[config.mk]
export PLATFORM = sky130hd
export DESIGN_NAME = sb_arbiter
export DESIGN_NICKNAME = d
export VERILOG_FILES = /design/src/rtl/sb_arbiter.sv
export SDC_FILE = /design/constraint.sdc
export NUM_CORES = 1
export LEC_CHECK = 0
export ABC_AREA = 1
export CAP_MARGIN = 20
export CELL_PAD_IN_SITES_DETAIL_PLACEMENT = 0
export CELL_PAD_IN_SITES_GLOBAL_PLACEMENT = 1
export CORE_ASPECT_RATIO = 1.75
export CORE_MARGIN = 2
export CORE_UTILIZATION = 32
export CTS_BUF_LIST = sky130_fd_sc_hd__clkbuf_8
export DETAILED_ROUTE_END_ITERATION = 8
export GPL_TIMING_DRIVEN = 1
export MAX_ROUTING_LAYER = met4
export PLACE_DENSITY = 0.95
export SKIP_LAST_GASP = 1
export SYNTH_ARGS = -nofsm -noshare
export SYNTH_HDL_FRONTEND = slang
export SYNTH_SLANG_ARGS = --single-unit
[constraint.sdc]
create_clock -name clk -period 10.6 [get_ports clk]
set_input_delay 2.12 -clock clk [delete_from_list [all_inputs] [get_ports clk]]
set_output_delay 2.12 -clock clk [all_outputs]
set_load 0.005 [all_outputs]
[src/rtl/sb_arbiter.sv]
// Two-master system-bus arbiter: EX load/store has priority, IF wins once after each EX access.
// Optional bus timeout abort is enabled with `define SB_ARB_TIMEOUT_EN.
module sb_arbiter #(
  parameter int ADDR_W  = 32,
  parameter int DATA_W  = 32,
  parameter int TIMEOUT = 16
) (
  input  logic              clk,
  input  logic              rst,
  input  logic              ex_req_i,
  input  logic              ex_we_i,
  input  logic [ADDR_W-1:0] ex_addr_i,
  input  logic [DATA_W-1:0] ex_wdata_i,
  output logic              ex_ack_o,
  output logic [DATA_W-1:0] ex_rdata_o,
  output logic              ex_err_o,
  input  logic              if_req_i,
  input  logic [ADDR_W-1:0] if_addr_i,
  output logic              if_ack_o,
  output logic [DATA_W-1:0] if_rdata_o,
  output logic              if_err_o,
  output logic              s_req_o,
  output logic              s_we_o,
  output logic [ADDR_W-1:0] s_addr_o,
  output logic [DATA_W-1:0] s_wdata_o,
  input  logic              s_ack_i,
  input  logic [DATA_W-1:0] s_rdata_i,
  output logic              hold_o
);

  typedef enum logic [1:0] {IDLE, BUSY_EX, BUSY_IF} state_t;

  state_t              state, state_n;
  logic                s_req_n, s_we_n;
  logic [ADDR_W-1:0]   s_addr_n;
  logic [DATA_W-1:0]   s_wdata_n;
  logic                ex_ack_n, ex_err_n, if_ack_n, if_err_n;
  logic [DATA_W-1:0]   ex_rdata_n, if_rdata_n;
  logic                if_turn, if_turn_n;
  logic                ex_pend, if_pend, grant, done, timeout_hit;

  assign hold_o = ex_req_i & ~ex_ack_o;

  // An owner's request is still high during its own ack cycle; mask it so it is not re-granted.
  assign ex_pend = ex_req_i & ~ex_ack_o;
  assign if_pend = if_req_i & ~if_ack_o;
  assign done    = s_ack_i | timeout_hit;

`ifdef SB_ARB_TIMEOUT_EN
  localparam int CNT_W = (TIMEOUT > 2) ? $clog2(TIMEOUT) : 1;
  logic [CNT_W-1:0] cnt;

  assign timeout_hit = (state != IDLE) && !s_ack_i && (cnt == CNT_W'(TIMEOUT - 1));

  always_ff @(posedge clk or posedge rst) begin
    if (rst)                            cnt <= '0;
    else if (grant)                     cnt <= '0;
    else if (state != IDLE && !s_ack_i) cnt <= cnt + 1'b1;
  end
`else
  assign timeout_hit = 1'b0;
`endif

  always_comb begin
    state_n    = state;
    s_req_n    = s_req_o;
    s_we_n     = s_we_o;
    s_addr_n   = s_addr_o;
    s_wdata_n  = s_wdata_o;
    ex_ack_n   = 1'b0;
    ex_err_n   = 1'b0;
    if_ack_n   = 1'b0;
    if_err_n   = 1'b0;
    ex_rdata_n = ex_rdata_o;
    if_rdata_n = if_rdata_o;
    if_turn_n  = if_turn;
    grant      = 1'b0;
    unique case (state)
      IDLE: begin
        if (ex_pend && (!if_pend || !if_turn)) begin
          grant     = 1'b1;
          state_n   = BUSY_EX;
          s_req_n   = 1'b1;
          s_we_n    = ex_we_i;
          s_addr_n  = ex_addr_i;
          s_wdata_n = ex_wdata_i;
        end else if (if_pend) begin
          grant     = 1'b1;
          state_n   = BUSY_IF;
          s_req_n   = 1'b1;
          s_we_n    = 1'b0;
          s_addr_n  = if_addr_i;
          s_wdata_n = '0;
        end
      end
      BUSY_EX: begin
        if (done) begin
          state_n    = IDLE;
          s_req_n    = 1'b0;
          ex_ack_n   = 1'b1;
          ex_err_n   = timeout_hit;
          ex_rdata_n = timeout_hit ? '0 : s_rdata_i;
          if_turn_n  = 1'b1;
        end
      end
      BUSY_IF: begin
        if (done) begin
          state_n    = IDLE;
          s_req_n    = 1'b0;
          if_ack_n   = 1'b1;
          if_err_n   = timeout_hit;
          if_rdata_n = timeout_hit ? '0 : s_rdata_i;
          if_turn_n  = 1'b0;
        end
      end
      default: state_n = IDLE;
    endcase
  end

  always_ff @(posedge clk or posedge rst) begin
    if (rst) begin
      state      <= IDLE;
      s_req_o    <= 1'b0;
      s_we_o     <= 1'b0;
      s_addr_o   <= '0;
      s_wdata_o  <= '0;
      ex_ack_o   <= 1'b0;
      ex_err_o   <= 1'b0;
      ex_rdata_o <= '0;
      if_ack_o   <= 1'b0;
      if_err_o   <= 1'b0;
      if_rdata_o <= '0;
      if_turn    <= 1'b0;
    end else begin
      state      <= state_n;
      s_req_o    <= s_req_n;
      s_we_o     <= s_we_n;
      s_addr_o   <= s_addr_n;
      s_wdata_o  <= s_wdata_n;
      ex_ack_o   <= ex_ack_n;
      ex_err_o   <= ex_err_n;
      ex_rdata_o <= ex_rdata_n;
      if_ack_o   <= if_ack_n;
      if_err_o   <= if_err_n;
      if_rdata_o <= if_rdata_n;
      if_turn    <= if_turn_n;
    end
  end

endmodule

Word-level counts from Yosys, hierarchy flattened --
Cells that the tools add are included. Widths: inputs -> output; s select.
Storage, ports and cells: register bits 135, input bits 134, output and inout port bits 135, word-level logic and storage cells 54
Operators by class: equality and inequality tests 6, mux-type cells 19, bitwise logic cells 4, reduce and logical (&&, ||, !) cells 15
Operators with widths (count):
- $mux 32 | 4
- $mux 1 | 9
- $reduce_and 2->1 | 4
- $mux 2 | 3
- $reduce_and 3->1 | 2
- $reduce_bool 2->1 | 3
- $ne 2x2->1 const B | 2
- $pmux 1 s2 | 2
- $pmux 2 s2 | 1
- $ne 3x3->1 const B | 1
- $and 1x1->1 | 2
- $eq 2x1->1 const B | 1
- $eq 2x2->1 const B | 1
- $logic_not 1->1 | 2
- $logic_not 2->1 | 1
- $ne 2x1->1 const B | 1
- $not 1->1 | 2
- $reduce_or 2->1 | 1
- $logic_and 1x1->1 | 1
- $logic_or 1x1->1 | 1

Depth between registers and ports, before layout --
Gate-level depths: netlist of the first run.
depth in word-level cells 7, depth in mapped cells 9

Worst setup path after synthesis of the first run --
Ideal clock, no wire load.
kind input port to output port, from input ex_req_i, to output hold_o, arrival 2.566 ns, slack 5.914 ns, stages on the path 3, path buffers 1, cell sequence inv_2 -> nor2_4 -> buf_1
Between the ends: word-level cells in the longest chain between the ends 1
RTL lines:
- start: declaration | RTL line 10 | input logic ex_req_i,
- $and 1x1->1 | RTL line 42 | assign hold_o = ex_req_i & ~ex_ack_o;
- end: declaration | RTL line 28 | output logic hold_o
Every way passes these cells.

Final worst setup path of the first run --
Ends and elaborated chain as after synthesis.

==> results of run 1 <==
-- per-stage QoR --
step,power (W),utilization (%)
6_report,0.00235,51.6
5_1_grt,0.00253,51.6
4_1_cts,0.00238,51.3
3_5_place_dp,0.00194,49.1
3_3_place_gp,0.00190,48.8
2_1_floorplan,0.00128,-
-- worst min-delay path, stage by stage (launching register included) --
cell     delay (ps)
dfrtp_1         340
nand2_1          50
nand2_1          40
-- final cells by class --
class / count / area, um2 / area share (%)
Clock buffer: 18 / 248 / 2.74
Clock inverter: 14 / 151 / 1.67
Sequential cell: 135 / 3380 / 37.4
Antenna cell: 1 / 2.50 / 0.0277
Multi-Input combinational cell: 415 / 1790 / 19.8
Inverter: 110 / 418 / 4.62
Timing Repair Buffer: 272 / 2770 / 30.6
Tap cell: 231 / 289 / 3.20
-- per-layer routing --
| layer | wire length [um] | up-vias | share of wire, % |
|---|---|---|---|
| li1 | - | 2610 | - |
| met1 | 6320 | 2428 | 38 |
| met2 | 8970 | 183 | 54 |
| met3 | 864 | 41 | 5.2 |
| met4 | 607 | 0 | 3.6 |
| met5 | 0 | - | 0 |
-- final timing paths --
kind                       cells past startpoint                    endpoint                startpoint  slack [ps]
max                                            4                      hold_o                  ex_req_i        4560
min                                            2    s_wdata_o[5]$_DFFE_PP0P_  s_wdata_o[5]$_DFFE_PP0P_         470
max reg2reg                                    8   s_wdata_o[12]$_DFFE_PP0P_      state[0]$_DFFE_PP0P_        8210
min reg2reg                                    2    s_wdata_o[5]$_DFFE_PP0P_  s_wdata_o[5]$_DFFE_PP0P_         470
max in group asynchronous                      3    s_wdata_o[6]$_DFFE_PP0P_                       rst        7120
min in group asynchronous                      2  ex_rdata_o[15]$_DFFE_PP0P_                       rst        2150
-- layout by cell type (no fill, tap or decap) --
cell type / Yosys / layout
clkinv_2: 0 / 1
clkinv_4: 0 / 3
inv_1: 106 / 106
nand4_1: 1 / 1
buf_16: 0 / 1
conb_1: 1 / 2
diode_2: 0 / 1
nand3_1: 69 / 69
ha_1: 4 / 4
nand2_1: 270 / 268
a21oi_4: 1 / 1
nand2_2: 0 / 2
bufinv_16: 0 / 2
inv_2: 4 / 4
clkinvlp_4: 0 / 4
buf_4: 2 / 2
buf_12: 0 / 3
or2_2: 1 / 1
clkdlybuf4s50_1: 0 / 266
clkbuf_8: 0 / 18
o21ai_0: 66 / 66
nor2_4: 1 / 1
inv_6: 0 / 4
dfrtp_1: 135 / 135
-- power by group through the flow --
stage / logic [W] / clock network [W] / registers (W)
finish: 0.00104 / 0.000430 / 0.000884
CTS: 0.00105 / 0.000445 / 0.000886
global route: 0.00115 / 0.000469 / 0.000915
detailed placement: 0.00105 / 0 / 0.000891
floorplan: 0.000373 / 0 / 0.000907
global placement: 0.00102 / 0 / 0.000884
-- logic make-up after synthesis --
kind of cell | Yosys count | synth area share [%]
DFF | 135 | 58.7
buffers and inverters | 148 | 10.3
AOI/OAI and AO/OA | 67 | 6.02
adders and majority gates | 4 | 0.870
other | 1 | 0.0652
and+or+nand+nor | 342 | 24.0
-- registers in the layout, indices dropped and copies added, names as in the netlist --
register / flops
ex_rdata_o: 32
if_rdata_o: 32
s_addr_o: 32
s_wdata_o: 32
state: 2
ex_ack_o: 1
if_ack_o: 1
if_turn: 1
s_req_o: 1
s_we_o: 1
==> PnR_summary.wiki, run 1 <==
{| class="wikitable"
! Metric !! Value
|-
| Max FO, Critical Path || 35
|-
| Proportion of layout cells with a drive suffix above 1 || between 4 and 5%
|-
| Effective utilization at floorplan || 32.8%
|-
| Library cell with the largest summed area after synthesis || dfrtp_1
|-
| Post-Route Skew || 6.23 ps
|-
| Initial antenna violation count || 1
|-
| Synth top area cells || dfrtp_1 (59%), nand2_1 (18%), inv_1 (6.9%), nand3_1 (6.0%), o21ai_0 (5.7%)
|-
| Number of buffers inserted by hold repair at cts || 0
|-
| Share of total power consumed by net switching || ~34%
|-
| WP data required || 8480 ps
|-
| Die width || 105 um
|-
| CTS tree || done
|-
| Buf+Inv Stages, Crit Path || 3
|-
| Resize count post-CTS || 0
|-
| Max-slew headroom at the worst pin || 37.3%
|-
| Most instantiated flip-flop cell in the synthesis netlist || dfrtp_1
|-
| Run status || complete, no violations
|-
| Sequential area share after synthesis || 58.7%
|-
| Area overhead of the layout relative to synthesis || 57.2%
|-
| Design area || 9040 um2
|-
| Net switching power || just under 0.0008 W
|-
| Average wire per standard cell || 14.0 um
|-
| Number of vias per cell after detailed routing || around 4.4
|-
| Category of the worst setup path launch point || input pin
|-
| Leakage power of the design || around 4.6 nW
|-
| Final-report max-slew violation count || 0
|-
| Detailed-placement wirelength estimate || 12000 um
|-
| Category of the worst setup path capture point || output pin
|-
| Post-CTS setup repair buffer count || 0
|-
| FF+latch count, synth || 135
|-
| Final worst-path setup slack || 4560 ps
|-
| Worst-case clock buffer depth || 2
|-
| Data arrival time of the worst path || 3920 ps
|-
| Maximum capacitance violations || 0
|-
| CP cell instances || clkdlybuf4s50_1, inv_2, nor2_4, clkdlybuf4s50_1
|-
| Worst hold slack || 470 ps
|-
| Level count of the clock H-tree || 4
|-
| Placer's final routability congestion estimate || 0.794
|-
| Count of warnings emitted by yosys || 0
|-
| Floorplan Core Area || 17500 um2
|-
| Part of the total power dissipated in the clock network || 18.3%
|-
| Final Hold Vio Count || 0
|-
| CP dominant cell by count || clkdlybuf4s50_1
|-
| Number of library cell types mapped by synthesis || 17
|-
| Number of instances in the synthesized netlist || 697
|-
| Cell internal pwr || 0.00156 W
|-
| Total of fill cells in the finished design || 1603
|-
| Worst-path cell with the longest stage delay || clkdlybuf4s50_1
|-
| Final net count || 1089
|-
| Count of boundary I/O pins || 269
|-
| Std-Cell Rows || 64
|-
| Achievable Freq || roughly 170 MHz
|-
| CTS Root Buffer Type || clkbuf_8
|-
| Most used standard cell by instance count after synthesis || nand2_1
|-
| Die height || around 180 um
|-
| Global-route wire length before repair || approximately 27000 um
|-
| Leftover overflow at the end of global routing || 0
|-
| Top cell type's share of synthesized area || 58.7%
|-
| Final worst path period need || approximately 6000 ps
|-
| Cell family with the largest share of critical-path delay || buffers and inverters
|-
| Num CTS Buffers || 17
|-
| Stage delay of the slowest cell on the critical path || 640 ps
|-
| Routing layer with the top usage in global route || met2
|-
| Clock latency of the later-clocked register in the worst-skew pair || 430 ps
|-
| Sinks on Clock Net || 135
|-
| Final worst path period share || 57.0%
|-
| Count of port buffers added during placement || between 200 and 300
|-
| Placed standard-cell area || 8600 um2
|-
| Post-route DRC violation count || 0
|-
| Part of the total power dissipated in sequential elements || 37.6%
|-
| Critical path class || input pin to output pin
|-
| Pin count of the biggest net entering global routing || 71
|-
| Setup tns final || 0 ps
|-
| Endpoints failing setup || 0
|-
| Met2 demand-to-capacity share in global routing || 32.2%
|-
| RSZ-0062 raised after global routing || false
|-
| Post-synthesis async set-or-reset flop share || 100%
|-
| Setup slack after placement || 4540 ps
|-
| Part of the power in combinational logic || 44.1%
|-
| Total Die Area || roughly 19000 um2
|-
| Placed Cells incl. Taps || 1161
|-
| Clock transition at the registers of the reported paths || 70 ps
|-
| Pwr per Cell Area || roughly 260 nW/um2
|-
| DRC marker count from the first detailed-route iteration || 146
|-
| Wire length after detailed routing || 16800 um
|-
| Vias in the first global route || 5313
|-
| Number of flops mapped to enable cells by yosys || 0
|-
| Netlist area before placement || 5750 um2
|-
| Remaining antenna violation count after routing || 0
|-
| Met1 demand-to-capacity share in global routing || 19.9%
|-
| Final instance count without filler cells || 1196
|-
| Mapped Avg Cell Area || 8.26 um2
|-
| Leading cell types by count after synthesis || nand2_1 (270), dfrtp_1 (135), inv_1 (106)
|-
| Hold/Removal Path Class || flip-flop to flip-flop
|-
| Total routing resource utilization after global routing || 18.5%
|-
| Peak VDD IR || 131 uV
|-
| DRT Pass-1 Iters || 5
|-
| Via Count || 5262
|-
| Met3 track demand over resource || 3.80%
|-
| Pin slew with the least headroom to its limit || 938 ps
|}
(Power assumes the default switching activity.)
==> inputs of run 2 (changes only) <==
Settings changed: CORE_UTILIZATION 32 to 27, PLACE_DENSITY 0.95 to 0.9.
Clock period 10.6 ns to 5.4 ns, I/O delays scaled along.
==> PnR_summary.wiki, run 2 (same netlist as run 1, synthesis figures left out) <==
{| class="wikitable"
! Metric !! Value
|-
| Area overhead of the layout relative to synthesis || 58.6%
|-
| CTS tree || done
|-
| Category of the worst setup path launch point || input pin
|-
| Floorplan Core Area || 20900 um2 (+19%)
|-
| Number of buffers inserted by hold repair at cts || 0 (unchanged)
|-
| Num CTS Buffers || 17 (unchanged)
|-
| Final net count || 1092 (+0.28%)
|-
| Number of vias per cell after detailed routing || 4.34 (-1.3%)
|-
| Hold/Removal Path Class || flip-flop to flip-flop
|-
| Most common library cell in the layout ignoring fill and taps || nand2_1
|-
| Setup tns final || 0 ps (unchanged)
|-
| CP dominant cell by count || clkdlybuf4s50_1
|-
| Sinks on Clock Net || 135 (unchanged)
|-
| Peak VDD IR || 261 uV (+100%)
|-
| Final Hold Vio Count || 0 (unchanged)
|-
| Vias in the first global route || 5463 (+2.8%)
|-
| Highest-count cells in the layout ignoring fill and taps || nand2_1 (268), clkdlybuf4s50_1 (266), dfrtp_1 (135)
|-
| Diodes inserted || 0 (-1)
|-
| Endpoint of the worst-slack reg-to-reg timing path || s_addr_o[5]$_DFFE_PP0P_
|-
| Resize count post-CTS || 0 (unchanged)
|-
| Post-Route Skew || 12.3 ps (+6.04 ps)
|-
| Wire length after detailed routing || 17400 um (+3.7%)
|-
| Endpoints failing setup || 0 (unchanged)
|-
| Met1 demand-to-capacity share in global routing || 17.1% (-2.7 points)
|-
| Detailed-placement wirelength estimate || 12300 um (+3.0%)
|-
| Level count of the clock H-tree || 4 (unchanged)
|-
| Hold Startpoint || s_wdata_o[15]$_DFFE_PP0P_
|-
| Max-slew headroom at the worst pin || 59.3% (+22 points)
|-
| Pin count of the biggest net entering global routing || 67 (-5.6%)
|-
| Die width || 114 um (+8.5%)
|-
| CTS Root Buffer Type || clkbuf_8
|-
| Placed standard-cell area || 8660 um2 (+0.65%)
|-
| FF-to-FF setup slack || 3310 ps (-4900 ps)
|-
| Met3 track demand over resource || 3.56% (-0.25 points)
|-
| DRT Pass-1 Iters || 5 (unchanged)
|-
| Total of fill cells in the finished design || 2065 (+29%)
|-
| Final-report max-slew violation count || 0 (unchanged)
|-
| Category of the worst setup path capture point || output pin
|-
| Stage delay of the slowest cell on the critical path || 500 ps (-140 ps)
|-
| Clock transition at the registers of the reported paths || 70 ps (about the same)
|-
| Pin slew with the least headroom to its limit || 611 ps (-327 ps)
|-
| Achievable Freq || 305 MHz
|-
| Clock latency of the later-clocked register in the worst-skew pair || 450 ps (+20 ps)
|-
| Global-route wire length before repair || 27400 um (+1.2%)
|-
| Remaining antenna violation count after routing || 0 (unchanged)
|-
| CP cell instances || clkdlybuf4s50_1, inv_2, nor2_4, clkdlybuf4s50_1
|-
| Met2 demand-to-capacity share in global routing || 28.5% (-3.6 points)
|-
| Startpoint of the worst-slack reg-to-reg timing path || state[1]$_DFFE_PP0P_
|-
| Final worst path period share || about 60%
|-
| Pwr per Cell Area || 517 nW/um2 (+99%)
|-
| Die height || 197 um (+8.7%)
|-
| Max FO, Critical Path || 2 (-94%)
|-
| Critical path class || input pin to output pin
|-
| Post-CTS setup repair buffer count || 0 (unchanged)
|-
| Worst-case clock buffer depth || 2 (unchanged)
|-
| Via Count || 5292 (+0.57%)
|-
| Design area || 9130 um2 (+0.93%)
|-
| Count of boundary I/O pins || 269 (unchanged)
|-
| Average wire per standard cell || 14.3 um (+1.7%)
|-
| Worst setup path end || hold_o
|-
| Run status || complete, no violations
|-
| Data arrival time of the worst path || 2200 ps (-1720 ps)
|-
| Initial antenna violation count || 0 (-1)
|-
| Effective utilization at floorplan || 27.5% (-5.3 points)
|-
| Placer's final routability congestion estimate || 0.768 (-3.3%)
|-
| Leakage power of the design || 4.60 nW (+0.82%)
|-
| Count of cells along the worst register-to-register path || 9 (+1)
|-
| Worst-path cell with the longest stage delay || clkdlybuf4s50_1
|-
| Post-route DRC violation count || 0 (unchanged)
|-
| Std-Cell Rows || 70 (+9.4%)
|-
| Maximum capacitance violations || 0 (unchanged)
|-
| WP data required || 4320 ps (-4160 ps)
|-
| Proportion of layout cells with a drive suffix above 1 || 5.17% (+0.30 points)
|-
| Final worst path period need || 3280 ps
|-
| Total routing resource utilization after global routing || 16.2% (-2.3 points)
|-
| Beginning of the critical path || ex_req_i
|-
| Count of port buffers added during placement || 266 (unchanged)
|-
| Total Die Area || 22500 um2 (+18%)
|-
| Leftover overflow at the end of global routing || 0 (unchanged)
|-
| Routing layer with the top usage in global route || met2
|-
| DRC marker count from the first detailed-route iteration || 261 (+79%)
|-
| RSZ-0062 raised after global routing || false
|}
-- run 2: worst min-delay path by stage --
stage | endpoint | slack (ps) | cells past startpoint
floorplan | s_req_o$_DFFE_PP0P_ | 460 | 2
global placement | s_wdata_o[11]$_DFFE_PP0P_ | 450 | 2
detailed placement | s_we_o$_DFFE_PP0P_ | 460 | 2
CTS | s_wdata_o[15]$_DFFE_PP0P_ | 480 | 2
global route | s_wdata_o[15]$_DFFE_PP0P_ | 490 | 2
finish | s_wdata_o[15]$_DFFE_PP0P_ | 470 | 2
-- run 2: routing by layer --
metal	wire (um)	part of all wire (%)
met5	0	0
met4	575	3.3
met3	879	5.1
met2	9200	53
met1	6720	39
-- run 2: final cells by class --
cell class                 instances  area (um2)  area share (%)
clock buffer                      20         275            3.02
timing repair buffer             275        2780            30.4
multi-input combinational        415        1790            19.6
tap                              252         315            3.45
clock inverter                    12         174            1.91
sequential                       135        3380            37.0
inverter                         110         418            4.58
-- run 2: stage by stage --
stage,hold WS [ps],total power (W),instances,worst slack [ps],utilization (%)
final,472,0.00472,1219,2120,43.6
after global routing,491,0.00508,1219,2080,43.6
after CTS,477,0.00480,1218,2110,43.5
after detailed placement,457,0.00381,1186,2110,41.4
after global placement,453,0.00375,1184,2010,41.1
after floorplan,464,0.00251,698,709,-
-- run 2: report_power, final --
part / switching (W) / internal, W
clock network: 0.000408 / 0.000539
registers: 0.000253 / 0.00148
logic: 0.000889 / 0.00114
total: 0.00155 / 0.00317
-- run 2: worst max-delay path, delay by kind of cell --
family	cells	cell delay [ps]
buf+inv	3	1050
simple gates	1	80
